<file path="src/rtl/pci_arb_pkg.sv">
// Shared types and constants for the PCI bus arbiter.
//   arb_state_t      : arbiter FSM states
//   N_MASTERS_DEF    : default number of REQ/GNT pairs
//   GNT_TIMEOUT_DEF  : default cycles an unused grant is held
//   ASSERTED/DEASSERTED : levels of the active-low bus signals
package pci_arb_pkg;

    localparam int unsigned N_MASTERS_DEF   = 3;
    localparam int unsigned GNT_TIMEOUT_DEF = 16;

    localparam logic ASSERTED   = 1'b0;
    localparam logic DEASSERTED = 1'b1;

    typedef enum logic [1:0] {
        IDLE  = 2'd0,
        GRANT = 2'd1,
        BUSY  = 2'd2,
        TURN  = 2'd3
    } arb_state_t;

endpackage

</file>
<file path="src/rtl/pci_bus_arbiter_if.sv">
// Arbiter-side view of the shared PCI bus.
//   REQ/FRAME/IRDY : active-low inputs to the arbiter
//   GNT            : active-low per-master grant
//   owner          : current or last granted master
//   bus_busy       : a grant is outstanding or a transaction is running
//   timeout_pulse  : one-cycle flag when an unused grant is reclaimed
// Modport master is the arbiter, slave is the device/bus side.
interface pci_bus_arbiter_if #(
    parameter int unsigned N_MASTERS = pci_arb_pkg::N_MASTERS_DEF,
    parameter int unsigned IDX_W     = $clog2(N_MASTERS)
);

    logic [N_MASTERS-1:0] REQ;
    logic                 FRAME;
    logic                 IRDY;
    logic [N_MASTERS-1:0] GNT;
    logic [IDX_W-1:0]     owner;
    logic                 bus_busy;
    logic                 timeout_pulse;

    modport master (
        input  REQ, FRAME, IRDY,
        output GNT, owner, bus_busy, timeout_pulse
    );

    modport slave (
        output REQ, FRAME, IRDY,
        input  GNT, owner, bus_busy, timeout_pulse
    );

endinterface

</file>
<file path="src/rtl/pci_rr_select.sv">
// Round-robin winner select, purely combinational.
//   req_i    : active-high request vector
//   rr_ptr_i : highest-priority index this round (must be < N_MASTERS)
//   valid_o  : at least one request present
//   winner_o : first requesting index at rr_ptr, rr_ptr+1, ... (wrapping)
module pci_rr_select #(
    parameter int unsigned N_MASTERS = 3,
    parameter int unsigned IDX_W     = $clog2(N_MASTERS)
) (
    input  logic [N_MASTERS-1:0] req_i,
    input  logic [IDX_W-1:0]     rr_ptr_i,
    output logic                 valid_o,
    output logic [IDX_W-1:0]     winner_o
);

    // one extra bit so rr_ptr + offset never overflows before the explicit wrap
    localparam int unsigned SUM_W = IDX_W + 1;

    always_comb begin
        logic [SUM_W-1:0] idx;
        valid_o  = 1'b0;
        winner_o = '0;
        idx      = '0;
        // walk from the farthest offset inward so the closest requester wins last
        for (int off = int'(N_MASTERS) - 1; off >= 0; off--) begin
            idx = SUM_W'(rr_ptr_i) + SUM_W'(off);
            if (idx >= SUM_W'(N_MASTERS)) begin
                idx = idx - SUM_W'(N_MASTERS);
            end
            if (req_i[IDX_W'(idx)]) begin
                valid_o  = 1'b1;
                winner_o = IDX_W'(idx);
            end
        end
    end

endmodule

</file>
<file path="src/rtl/pci_bus_arbiter.sv">
// Central round-robin PCI arbiter.
//   clk, rst : bus clock, synchronous active-high reset
//   bus      : pci_bus_arbiter_if.master (REQ/FRAME/IRDY in, GNT/owner/
//              bus_busy/timeout_pulse out, all outputs registered)
// Optional bus parking is compiled in with PCI_ARB_BUS_PARK_EN.
module pci_bus_arbiter
    import pci_arb_pkg::*;
#(
    parameter int unsigned N_MASTERS   = N_MASTERS_DEF,
    parameter int unsigned GNT_TIMEOUT = GNT_TIMEOUT_DEF,
    parameter int unsigned IDX_W       = $clog2(N_MASTERS)
) (
    input  logic              clk,
    input  logic              rst,
    pci_bus_arbiter_if.master bus
);

    localparam int unsigned          TMO_W    = $clog2(GNT_TIMEOUT);
    localparam logic [TMO_W-1:0]     TMO_LAST = TMO_W'(GNT_TIMEOUT - 1);
    localparam logic [TMO_W-1:0]     TMO_MAX  = '1;
    localparam logic [IDX_W-1:0]     IDX_LAST = IDX_W'(N_MASTERS - 1);
    localparam logic [N_MASTERS-1:0] GNT_NONE = '1;

    arb_state_t           state_q, state_d;
    logic [N_MASTERS-1:0] gnt_q, gnt_d;
    logic [IDX_W-1:0]     owner_q, owner_d;
    logic [IDX_W-1:0]     rr_ptr_q, rr_ptr_d;
    logic [TMO_W-1:0]     tmo_q, tmo_d;
    logic                 tmo_pulse_q, tmo_pulse_d;
    logic                 busy_q, busy_d;
    logic [N_MASTERS-1:0] req_q;

    logic                 arb_valid;
    logic [IDX_W-1:0]     winner;
    logic [IDX_W-1:0]     next_owner;
    logic                 bus_idle;
    logic                 frame_low;
    logic                 owner_req;

    assign bus_idle   = (bus.FRAME == DEASSERTED) && (bus.IRDY == DEASSERTED);
    assign frame_low  = (bus.FRAME == ASSERTED);
    // only the owner's REQ bit is looked at while a grant is out
    assign owner_req  = (bus.REQ[owner_q] == ASSERTED);
    assign next_owner = (owner_q == IDX_LAST) ? '0 : owner_q + IDX_W'(1);

`ifdef PCI_ARB_BUS_PARK_EN
    logic parked;
    assign parked = (state_q == IDLE) && (gnt_q != GNT_NONE);
`endif

    // arbitration works on the request vector sampled one edge earlier
    pci_rr_select #(
        .N_MASTERS (N_MASTERS),
        .IDX_W     (IDX_W)
    ) u_rr_select (
        .req_i    (req_q),
        .rr_ptr_i (rr_ptr_q),
        .valid_o  (arb_valid),
        .winner_o (winner)
    );

    // state and output registers
    always_ff @(posedge clk) begin
        if (rst) begin
            state_q     <= IDLE;
            gnt_q       <= GNT_NONE;
            owner_q     <= '0;
            rr_ptr_q    <= '0;
            tmo_q       <= '0;
            tmo_pulse_q <= 1'b0;
            busy_q      <= 1'b0;
            req_q       <= '0;
        end else begin
            state_q     <= state_d;
            gnt_q       <= gnt_d;
            owner_q     <= owner_d;
            rr_ptr_q    <= rr_ptr_d;
            tmo_q       <= tmo_d;
            tmo_pulse_q <= tmo_pulse_d;
            busy_q      <= busy_d;
            req_q       <= ~bus.REQ;
        end
    end

    // next state
    always_comb begin
        state_d = state_q;
        unique case (state_q)
            IDLE: begin
                if (arb_valid && bus_idle) begin
`ifdef PCI_ARB_BUS_PARK_EN
                    // a parked grant is released for one cycle before the new grant
                    if (!parked) begin
                        state_d = GRANT;
                    end
`else
                    state_d = GRANT;
`endif
                end
`ifdef PCI_ARB_BUS_PARK_EN
                else if (parked && frame_low) begin
                    state_d = BUSY;
                end
`endif
            end
            GRANT: begin
                if (frame_low) begin
                    state_d = BUSY;
                end else if (!owner_req) begin
                    state_d = TURN;
                end else if (tmo_q == TMO_LAST) begin
                    state_d = TURN;
                end
            end
            BUSY: begin
                if (bus_idle) begin
                    state_d = TURN;
                end
            end
            TURN:    state_d = IDLE;
            default: state_d = IDLE;
        endcase
    end

    // next values of the registered outputs and counters
    always_comb begin
        gnt_d       = GNT_NONE;
        owner_d     = owner_q;
        rr_ptr_d    = rr_ptr_q;
        tmo_d       = tmo_q;
        tmo_pulse_d = 1'b0;
        busy_d      = (state_d == GRANT) || (state_d == BUSY);
        unique case (state_q)
            IDLE: begin
                if (state_d == GRANT) begin
                    gnt_d[winner] = ASSERTED;
                    owner_d       = winner;
                    tmo_d         = '0;
                end
`ifdef PCI_ARB_BUS_PARK_EN
                else if (state_d == BUSY) begin
                    rr_ptr_d = next_owner;
                end else if (!arb_valid && bus_idle) begin
                    gnt_d[owner_q] = ASSERTED;
                end
`endif
            end
            GRANT: begin
                if (state_d == GRANT) begin
                    gnt_d[owner_q] = ASSERTED;
                    if (tmo_q != TMO_MAX) begin
                        tmo_d = tmo_q + TMO_W'(1);
                    end
                end else if (state_d == BUSY) begin
                    rr_ptr_d = next_owner;
                end else if (owner_req) begin
                    // left GRANT with the request still held: grant timed out
                    tmo_pulse_d = 1'b1;
                    rr_ptr_d    = next_owner;
                end
            end
            default: begin
            end
        endcase
    end

    assign bus.GNT           = gnt_q;
    assign bus.owner         = owner_q;
    assign bus.bus_busy      = busy_q;
    assign bus.timeout_pulse = tmo_pulse_q;

endmodule
</file>
<file path="src/flat_wrapper.sv">
// flat-port wrapper written by rule: the top's interface ports become plain ports
module pci_bus_arbiter_flat import pci_arb_pkg::*;
#(
    parameter int unsigned N_MASTERS   = N_MASTERS_DEF,
    parameter int unsigned GNT_TIMEOUT = GNT_TIMEOUT_DEF,
    parameter int unsigned IDX_W       = $clog2(N_MASTERS)
)
  (clk, rst, bus_REQ, bus_FRAME, bus_IRDY, bus_GNT, bus_owner, bus_bus_busy, bus_timeout_pulse);
  pci_bus_arbiter_if #(.N_MASTERS(N_MASTERS), .IDX_W(IDX_W)) bus_i ();
  input  logic clk;
  input  logic rst;
  input wire logic [$bits(bus_i.REQ)-1:0] bus_REQ;
  input wire logic [$bits(bus_i.FRAME)-1:0] bus_FRAME;
  input wire logic [$bits(bus_i.IRDY)-1:0] bus_IRDY;
  output wire logic [$bits(bus_i.GNT)-1:0] bus_GNT;
  output wire logic [$bits(bus_i.owner)-1:0] bus_owner;
  output wire logic [$bits(bus_i.bus_busy)-1:0] bus_bus_busy;
  output wire logic [$bits(bus_i.timeout_pulse)-1:0] bus_timeout_pulse;
  assign bus_i.REQ = bus_REQ;
  assign bus_i.FRAME = bus_FRAME;
  assign bus_i.IRDY = bus_IRDY;
  assign bus_GNT = bus_i.GNT;
  assign bus_owner = bus_i.owner;
  assign bus_bus_busy = bus_i.bus_busy;
  assign bus_timeout_pulse = bus_i.timeout_pulse;
  pci_bus_arbiter #(.N_MASTERS(N_MASTERS), .GNT_TIMEOUT(GNT_TIMEOUT), .IDX_W(IDX_W)) u_core (.clk(clk), .rst(rst), .bus(bus_i));
endmodule
</file>
<file path="config.mk">
export PLATFORM = sky130hd
export DESIGN_NAME = pci_bus_arbiter_flat
export DESIGN_NICKNAME = d
export VERILOG_FILES = /design/src/rtl/pci_arb_pkg.sv /design/src/rtl/pci_bus_arbiter_if.sv /design/src/rtl/pci_rr_select.sv /design/src/rtl/pci_bus_arbiter.sv /design/src/flat_wrapper.sv
export SDC_FILE = /design/constraint.sdc
export NUM_CORES = 1
export LEC_CHECK = 0
export CORE_MARGIN = 2
export CORE_UTILIZATION = 43
export CTS_CLUSTER_SIZE = 30
export DETAILED_ROUTE_END_ITERATION = 16
export PLACE_DENSITY = 0.78
export SYNTH_ARGS = -nofsm -noshare
export SYNTH_HDL_FRONTEND = slang
export SYNTH_SLANG_ARGS = --single-unit
export TNS_END_PERCENT = 30
</file>
<file path="constraint.sdc">
create_clock -name clk -period 2.4 [get_ports clk]
set_input_delay 0.48 -clock clk [delete_from_list [all_inputs] [get_ports clk]]
set_output_delay 0.48 -clock clk [all_outputs]
set_load 0.005 [all_outputs]
</file>
[Word-level counts from Yosys, hierarchy flattened]
Index checks and enable logic that the tools add are counted.
Word-level totals
  register bits after elaboration: 18
  bits of input ports: 7
  output and inout bits: 7
  word-level logic and storage cells: 91
Cells by class
  add/sub/neg operators: 7
  order comparisons: 10
  eq/ne operators: 12
  muxes and demuxes: 38
  bitwise gates (word level): 5
  reductions and logical operators: 11
Operator list (count)
  2-bit two-way mux: 14
  2-bit by 3-bit < comparator with 1-bit output, second input constant: 5
  4-bit two-way mux: 3
  1-bit two-way mux: 10
  3-bit inverter: 3
  1-bit binary-select mux with 2-bit select: 4
  2-bit == test, second input constant: 4
  2-bit one-hot mux with 4 select lines: 1
  4-bit one-hot mux with 2 select lines: 1
  3-bit by 2-bit greater-or-equal comparator with 1-bit output, second input constant: 2
  3-bit two-way mux: 2
  2-bit by 1-bit != test with 1-bit output, second input constant: 3
  3-bit one-hot mux with 2 select lines: 1
  2-bit subtractor, second input constant: 3
  4-bit by 1-bit adder with 4-bit output, second input constant: 1
  1-bit demux with 2-bit select: 2
  2-bit by 1-bit == test with 1-bit output, second input constant: 2
  4-bit == test, second input constant: 1
  2-bit by 1-bit greater-or-equal comparator with 1-bit output, second input constant: 2
  1-bit logical AND: 4
  4-bit != test, second input constant: 1
  4-bit AND reduction: 1
  4-bit OR reduction: 1
  2-bit by 1-bit adder with 3-bit output, second input constant: 1
  10 further kinds: 11

[Longest topological paths before layout]
  word-level depth: 15
  gate-level depth with buffers: 13
  mapped depth without buffers: 12

[Hierarchy]
A second synthesis with hierarchy kept.
Unflattened totals
  cells, all modules: 120
  area, all modules: 1048.5 sq um
By module, submodules not included
  pci_bus_arbiter: instances 1, cells an instance 93, area each 857.1 sq um, sequential area each 360.3 sq um
  pci_rr_select: instances 1, cells an instance 27, area each 191.4 sq um, sequential area each 0.0 sq um

[Worst setup path before layout]
Ideal clock, no wire load.
  kind: register to register
  from: reg u_core.rr_ptr_q[1]
  to: reg u_core.tmo_q[0]
  setup time: 128 ps
  arrival: 2311 ps
  data required time: 2272 ps
  setup slack: -39 ps
  stages on the path, launching flop included: 14
  buffers on the path: 1
  clock period less this slack: 2439 ps
  cell sequence: dfxtp_1 -> inv_1 -> ha_1 -> buf_6 -> a22o_1 -> a211o_1 -> a2111oi_2 -> nor2_2 -> ha_1 -> nor2b_1 -> nand3_1 -> nor2_1 -> a21oi_1 -> nor2_1
On the way
  longest elaborated chain between the ends: 14
  elaborated cells on any way between the ends: 27
  classes of those cells: add/sub (5); order compare (3); eq/ne (3); mux (14); reduce/logical (2)
RTL lines
  from (decl): line pci_bus_arbiter.sv:27  | logic [IDX_W-1:0] rr_ptr_q, rr_ptr_d;
  from (signal assigned): line pci_bus_arbiter.sv:77  | rr_ptr_q <= rr_ptr_d;
  2-bit by 2-bit adder with 3-bit output: line pci_rr_select.sv:26  | idx = SUM_W'(rr_ptr_i) + SUM_W'(off);
  3-bit by 2-bit greater-or-equal comparator with 1-bit output or 2-bit subtractor (tied branches): line pci_rr_select.sv:27, pci_rr_select.sv:28
  2-bit two-way mux: line pci_rr_select.sv:27  | if (idx >= SUM_W'(N_MASTERS)) begin
  1-bit binary-select mux with 2-bit select: line pci_rr_select.sv:30  | if (req_i[IDX_W'(idx)]) begin
  1-bit two-way mux (implied by the code): line pci_rr_select.sv:30
  1-bit two-way mux (2 in series): line pci_rr_select.sv:30
  1-bit two-way mux (*): line pci_rr_select.sv:30
  1-bit logical AND (*): line pci_bus_arbiter.sv:90  | if (arb_valid && bus_idle) begin
  2-bit two-way mux (*): line pci_bus_arbiter.sv:90
  2-bit one-hot mux with 4 select lines (*): line pci_bus_arbiter.sv:88  | unique case (state_q)
  net u_core.state_d[0]: line pci_bus_arbiter.sv:24  | arb_state_t state_q, state_d;
  2-bit by 1-bit == test with 1-bit output (*): line pci_bus_arbiter.sv:135, pci_bus_arbiter.sv:149
  2-bit by 1-bit != test with 1-bit output (no source line)
  4-bit AND reduction (no source line) (*)
  to (signal assigned): line pci_bus_arbiter.sv:78  | tmo_q <= tmo_d;
  to (decl): line pci_bus_arbiter.sv:28  | logic [TMO_W-1:0] tmo_q, tmo_d;
Mark *: on every way through the listed nets, which the timed path passes. The rest lies on a longest branch. The select of a mux whose other input is x is not followed.
A chain may end at the register's enable or synchronous reset.

[Worst setup path after layout]
Ends and elaborated chain as after synthesis.

==> flow_metrics.env <==
export IMPL_status="finished clean"
export IMPL_power_frac_comb_pct=21.8
export IMPL_arrival_ns=2.54
export IMPL_p_seq_share_pct=54.0
export IMPL_dieWidth_microns=51.7
export IMPL_gp_routability_congestion=0.811
export IMPL_min_path_cells=2
export IMPL_cts_buffers=3
export IMPL_finalCritPeriodShare_pct=98.4
export IMPL_power_leakage_nw=0.549
export IMPL_tightest_slew_ns=0.577
export IMPL_htree_num_levels=1
export IMPL_clk_path_buf_depth=2
export IMPL_r2r_start="u_core.rr_ptr_q[1]$_SDFFE_PP0P_"
export IMPL_initial_utilization_pct=45.0
export IMPL_relSlewSlack_pct=61.5
export IMPL_overflow=0
export IMPL_dieArea_sq_um=2670
export IMPL_skew_ns=0.00334
export IMPL_area_growth_pct=43.1
export IMPL_start_kind="flip-flop"
export IMPL_pin_count=14
export IMPL_hold_start="u_core.tmo_q[1]$_SDFFE_PP0P_"
export IMPL_path_max_fanout=5
export IMPL_min_period_ns=2.36
export IMPL_reg2reg_depth=13
export IMPL_fin_ws_ns=0.0391
export IMPL_timing_setup_tns_ns=0
export IMPL_mostFrequentLayoutCells="buf_4 (17), dfxtp_1 (16), nor2_1 (13), clkdlybuf4s50_1 (13)"
export IMPL_drive_gt1_share_pct=28.2
export IMPL_vias=971
export IMPL_hp_class="reg -> reg"
export IMPL_power_switching_uw=158
export IMPL_reg2reg_slack_ns=0.04
export IMPL_final_common_cell="buf_4"
export IMPL_clk_latency_ns=0.29
export IMPL_core_area_sq_um=2170
export IMPL_rsz0062_at_grt="true"
export IMPL_dpl_hpwl_microns=1730
export IMPL_root_buffer="clkbuf_4"
export IMPL_ys_seq_area_share_pct=36.9
export IMPL_p_int_uw=440
export IMPL_power_frac_clock_pct=24.2
export IMPL_worst_ir_drop_vdd_uv=353
export IMPL_grt_max_degree=16
export IMPL_postSynthCellCount=117
export IMPL_synthesis_nets=131
export IMPL_grt_pass1_vias=953
export IMPL_path_class="reg -> reg"
export IMPL_required_ns=2.58
export IMPL_powerDensity_nw_per_um2=427
export IMPL_port_buffers=13
export IMPL_finalSetupViolations=0
export IMPL_switching_share_pct=26.4
export IMPL_route_detailed_drc=0
export IMPL_viasPerCell=5.49
export IMPL_dp_cells=170
export IMPL_slew_viol_final=0
export IMPL_clkSlewWorstSetupHoldPaths_ns=0.09
export IMPL_grt_antenna_before_repair=0
export IMPL_endpoint_kind="flip-flop"
export IMPL_grt_pass1_wl_microns=4110
export IMPL_antenna_left=0
export IMPL_ys_warn_count=0
export IMPL_nNetsFinal=165
export IMPL_max_cap_violations=0
export IMPL_antenna_cells=0
export IMPL_fmax_mhz=424
export IMPL_chipHeight_microns=51.7
export IMPL_final_cells=177
export IMPL_r2r_end="u_core.tmo_q[0]$_SDFFE_PP0P_"
export IMPL_avgSynthCellArea_sq_um=8.35
export IMPL_hold_path_end="u_core.tmo_q[1]$_SDFFE_PP0P_"
export IMPL_netlist_area_sq_um=977
export IMPL_routed_wl_microns=2480
export IMPL_hold_violations=0
export IMPL_drt_pre_antenna_iters=4
export IMPL_dp_slack_ns=-0.183
export IMPL_first_iter_violations=14
export IMPL_yosysUniqueCellTypes=34
export IMPL_grtUsageTotal_pct=20.4
export IMPL_tritoncts="yes"
export IMPL_clock_sinks=18
export IMPL_wire_per_inst_microns=14.0
export IMPL_rows=17
export IMPL_synth_seq_cells=18
-- Yosys cell counts (all sizes together) --
cell type | n | area, sq um
a2111oi | 1 | 15.0
a211o | 1 | 8.76
a211oi | 1 | 7.51
a21o | 1 | 7.51
a21oi | 8 | 40.0
a221o | 1 | 10.0
a22o | 1 | 8.76
a2bb2oi | 1 | 8.76
a31oi | 3 | 18.8
and3 | 2 | 12.5
buf | 1 | 11.3
clkbuf | 3 | 11.3
dfxtp | 18 | 360
ha | 7 | 87.6
inv | 7 | 26.3
mux2i | 4 | 40.0
nand2 | 6 | 22.5
nand2b | 3 | 18.8
nand3 | 5 | 25.0
nand3b | 1 | 7.51
nand4 | 2 | 12.5
nor2 | 15 | 58.8
nor2b | 3 | 18.8
nor3 | 4 | 20.0
nor3b | 3 | 22.5
nor4bb | 1 | 10.0
o2111ai | 2 | 17.5
o211ai | 1 | 7.51
o21a | 1 | 7.51
o21ai | 9 | 45.0
o221ai | 1 | 8.76
-- power groups by stage --
stage,Sequential [mW],Clock (mW),Combinational (mW)
after floorplan,0.324,0,0.0647
after global placement,0.327,0,0.107
after detailed placement,0.328,0,0.111
after CTS,0.322,0.150,0.123
after global routing,0.325,0.165,0.143
final,0.323,0.145,0.130
-- per-layer routing --
metal  GRT usage [%]  wire length (microns)
met5               0                      0
met4            7.89                     29
met3            1.72                     50
met2            37.8                   1380
met1            24.0                   1020
-- final cells by class --
type,instances,area (sq um)
flip-flops and latches,18,363
inverters,7,26.3
repair buffers,33,292
clock buffers,3,22.5
well taps,28,35.0
multi-input cells,88,661
fillers,207,771
-- through the flow --
stage / hold slack, ns / util (%) / area, sq um / power (mW)
final: 0.516 / 64.5 / 1400 / 0.598
after global routing: 0.540 / 64.5 / 1400 / 0.633
after global placement: 0.459 / 57.9 / 1260 / 0.435
after floorplan: 0.444 / - / 993 / 0.389
after detailed placement: 0.507 / 57.9 / 1260 / 0.438
after CTS: 0.520 / 62.6 / 1360 / 0.596
-- sequential cells by signal (all words and copies together), names as in the netlist --
signal / flops
u_core.bus.GNT: 3
u_core.state_q: 2
u_core.bus.timeout_pulse: 1
u_core.bus.owner: 2
u_core.tmo_q: 4
u_core.req_q: 3
u_core.rr_ptr_q: 2
u_core.bus.bus_busy: 1
-- timing repair --
action                     in CTS  in global routing
hold buffers                    0                  0
pin swaps                       7                  8
buffers inserted                4                  0
setup endpoints to repair       9                 10
resized for setup              14                  7
-- worst max path at each step --
stage,start,to,slack (ns),depth (start not counted)
floorplan,u_core.rr_ptr_q[1]$_SDFFE_PP0P_,u_core.tmo_q[0]$_SDFFE_PP0P_,0.02,13
global placement,u_core.rr_ptr_q[1]$_SDFFE_PP0P_,u_core.tmo_q[0]$_SDFFE_PP0P_,-0.12,13
detailed placement,bus_REQ[2],u_core.bus.GNT[0]$_SDFF_PP1_,-0.18,10
CTS,u_core.rr_ptr_q[1]$_SDFFE_PP0P_,u_core.tmo_q[0]$_SDFFE_PP0P_,-0.003,13
global route,u_core.rr_ptr_q[1]$_SDFFE_PP0P_,u_core.tmo_q[0]$_SDFFE_PP0P_,-0.08,13
finish,u_core.rr_ptr_q[1]$_SDFFE_PP0P_,u_core.tmo_q[0]$_SDFFE_PP0P_,0.04,13
-- critical path, cell delays in order (launching register included) --
cell and delay [ns]:
dfxtp_2 0.35, buf_6 0.12, ha_4 0.15, a22o_1 0.17, a211o_1 0.26, a2111oi_4 0.36
nor2_2 0.09, ha_2 0.21, nor2b_4 0.13, buf_6 0.13, nand3_2 0.06, nor2_1 0.05
a21oi_1 0.11, nor2_1 0.06
-- cell families (layout without fill, tap and decap cells) --
logic type	after synthesis	after routing	share of synthesized area (%)
AO/OA/AOI/OAI	32	32	21.6
adder cells (fa/ha/maj)	7	7	8.96
buffers and inverters	11	43	4.99
flip-flops	18	18	36.9
multiplexers	4	4	4.10
AND/OR/NAND/NOR	45	45	23.4
(Power assumes the default switching activity.)
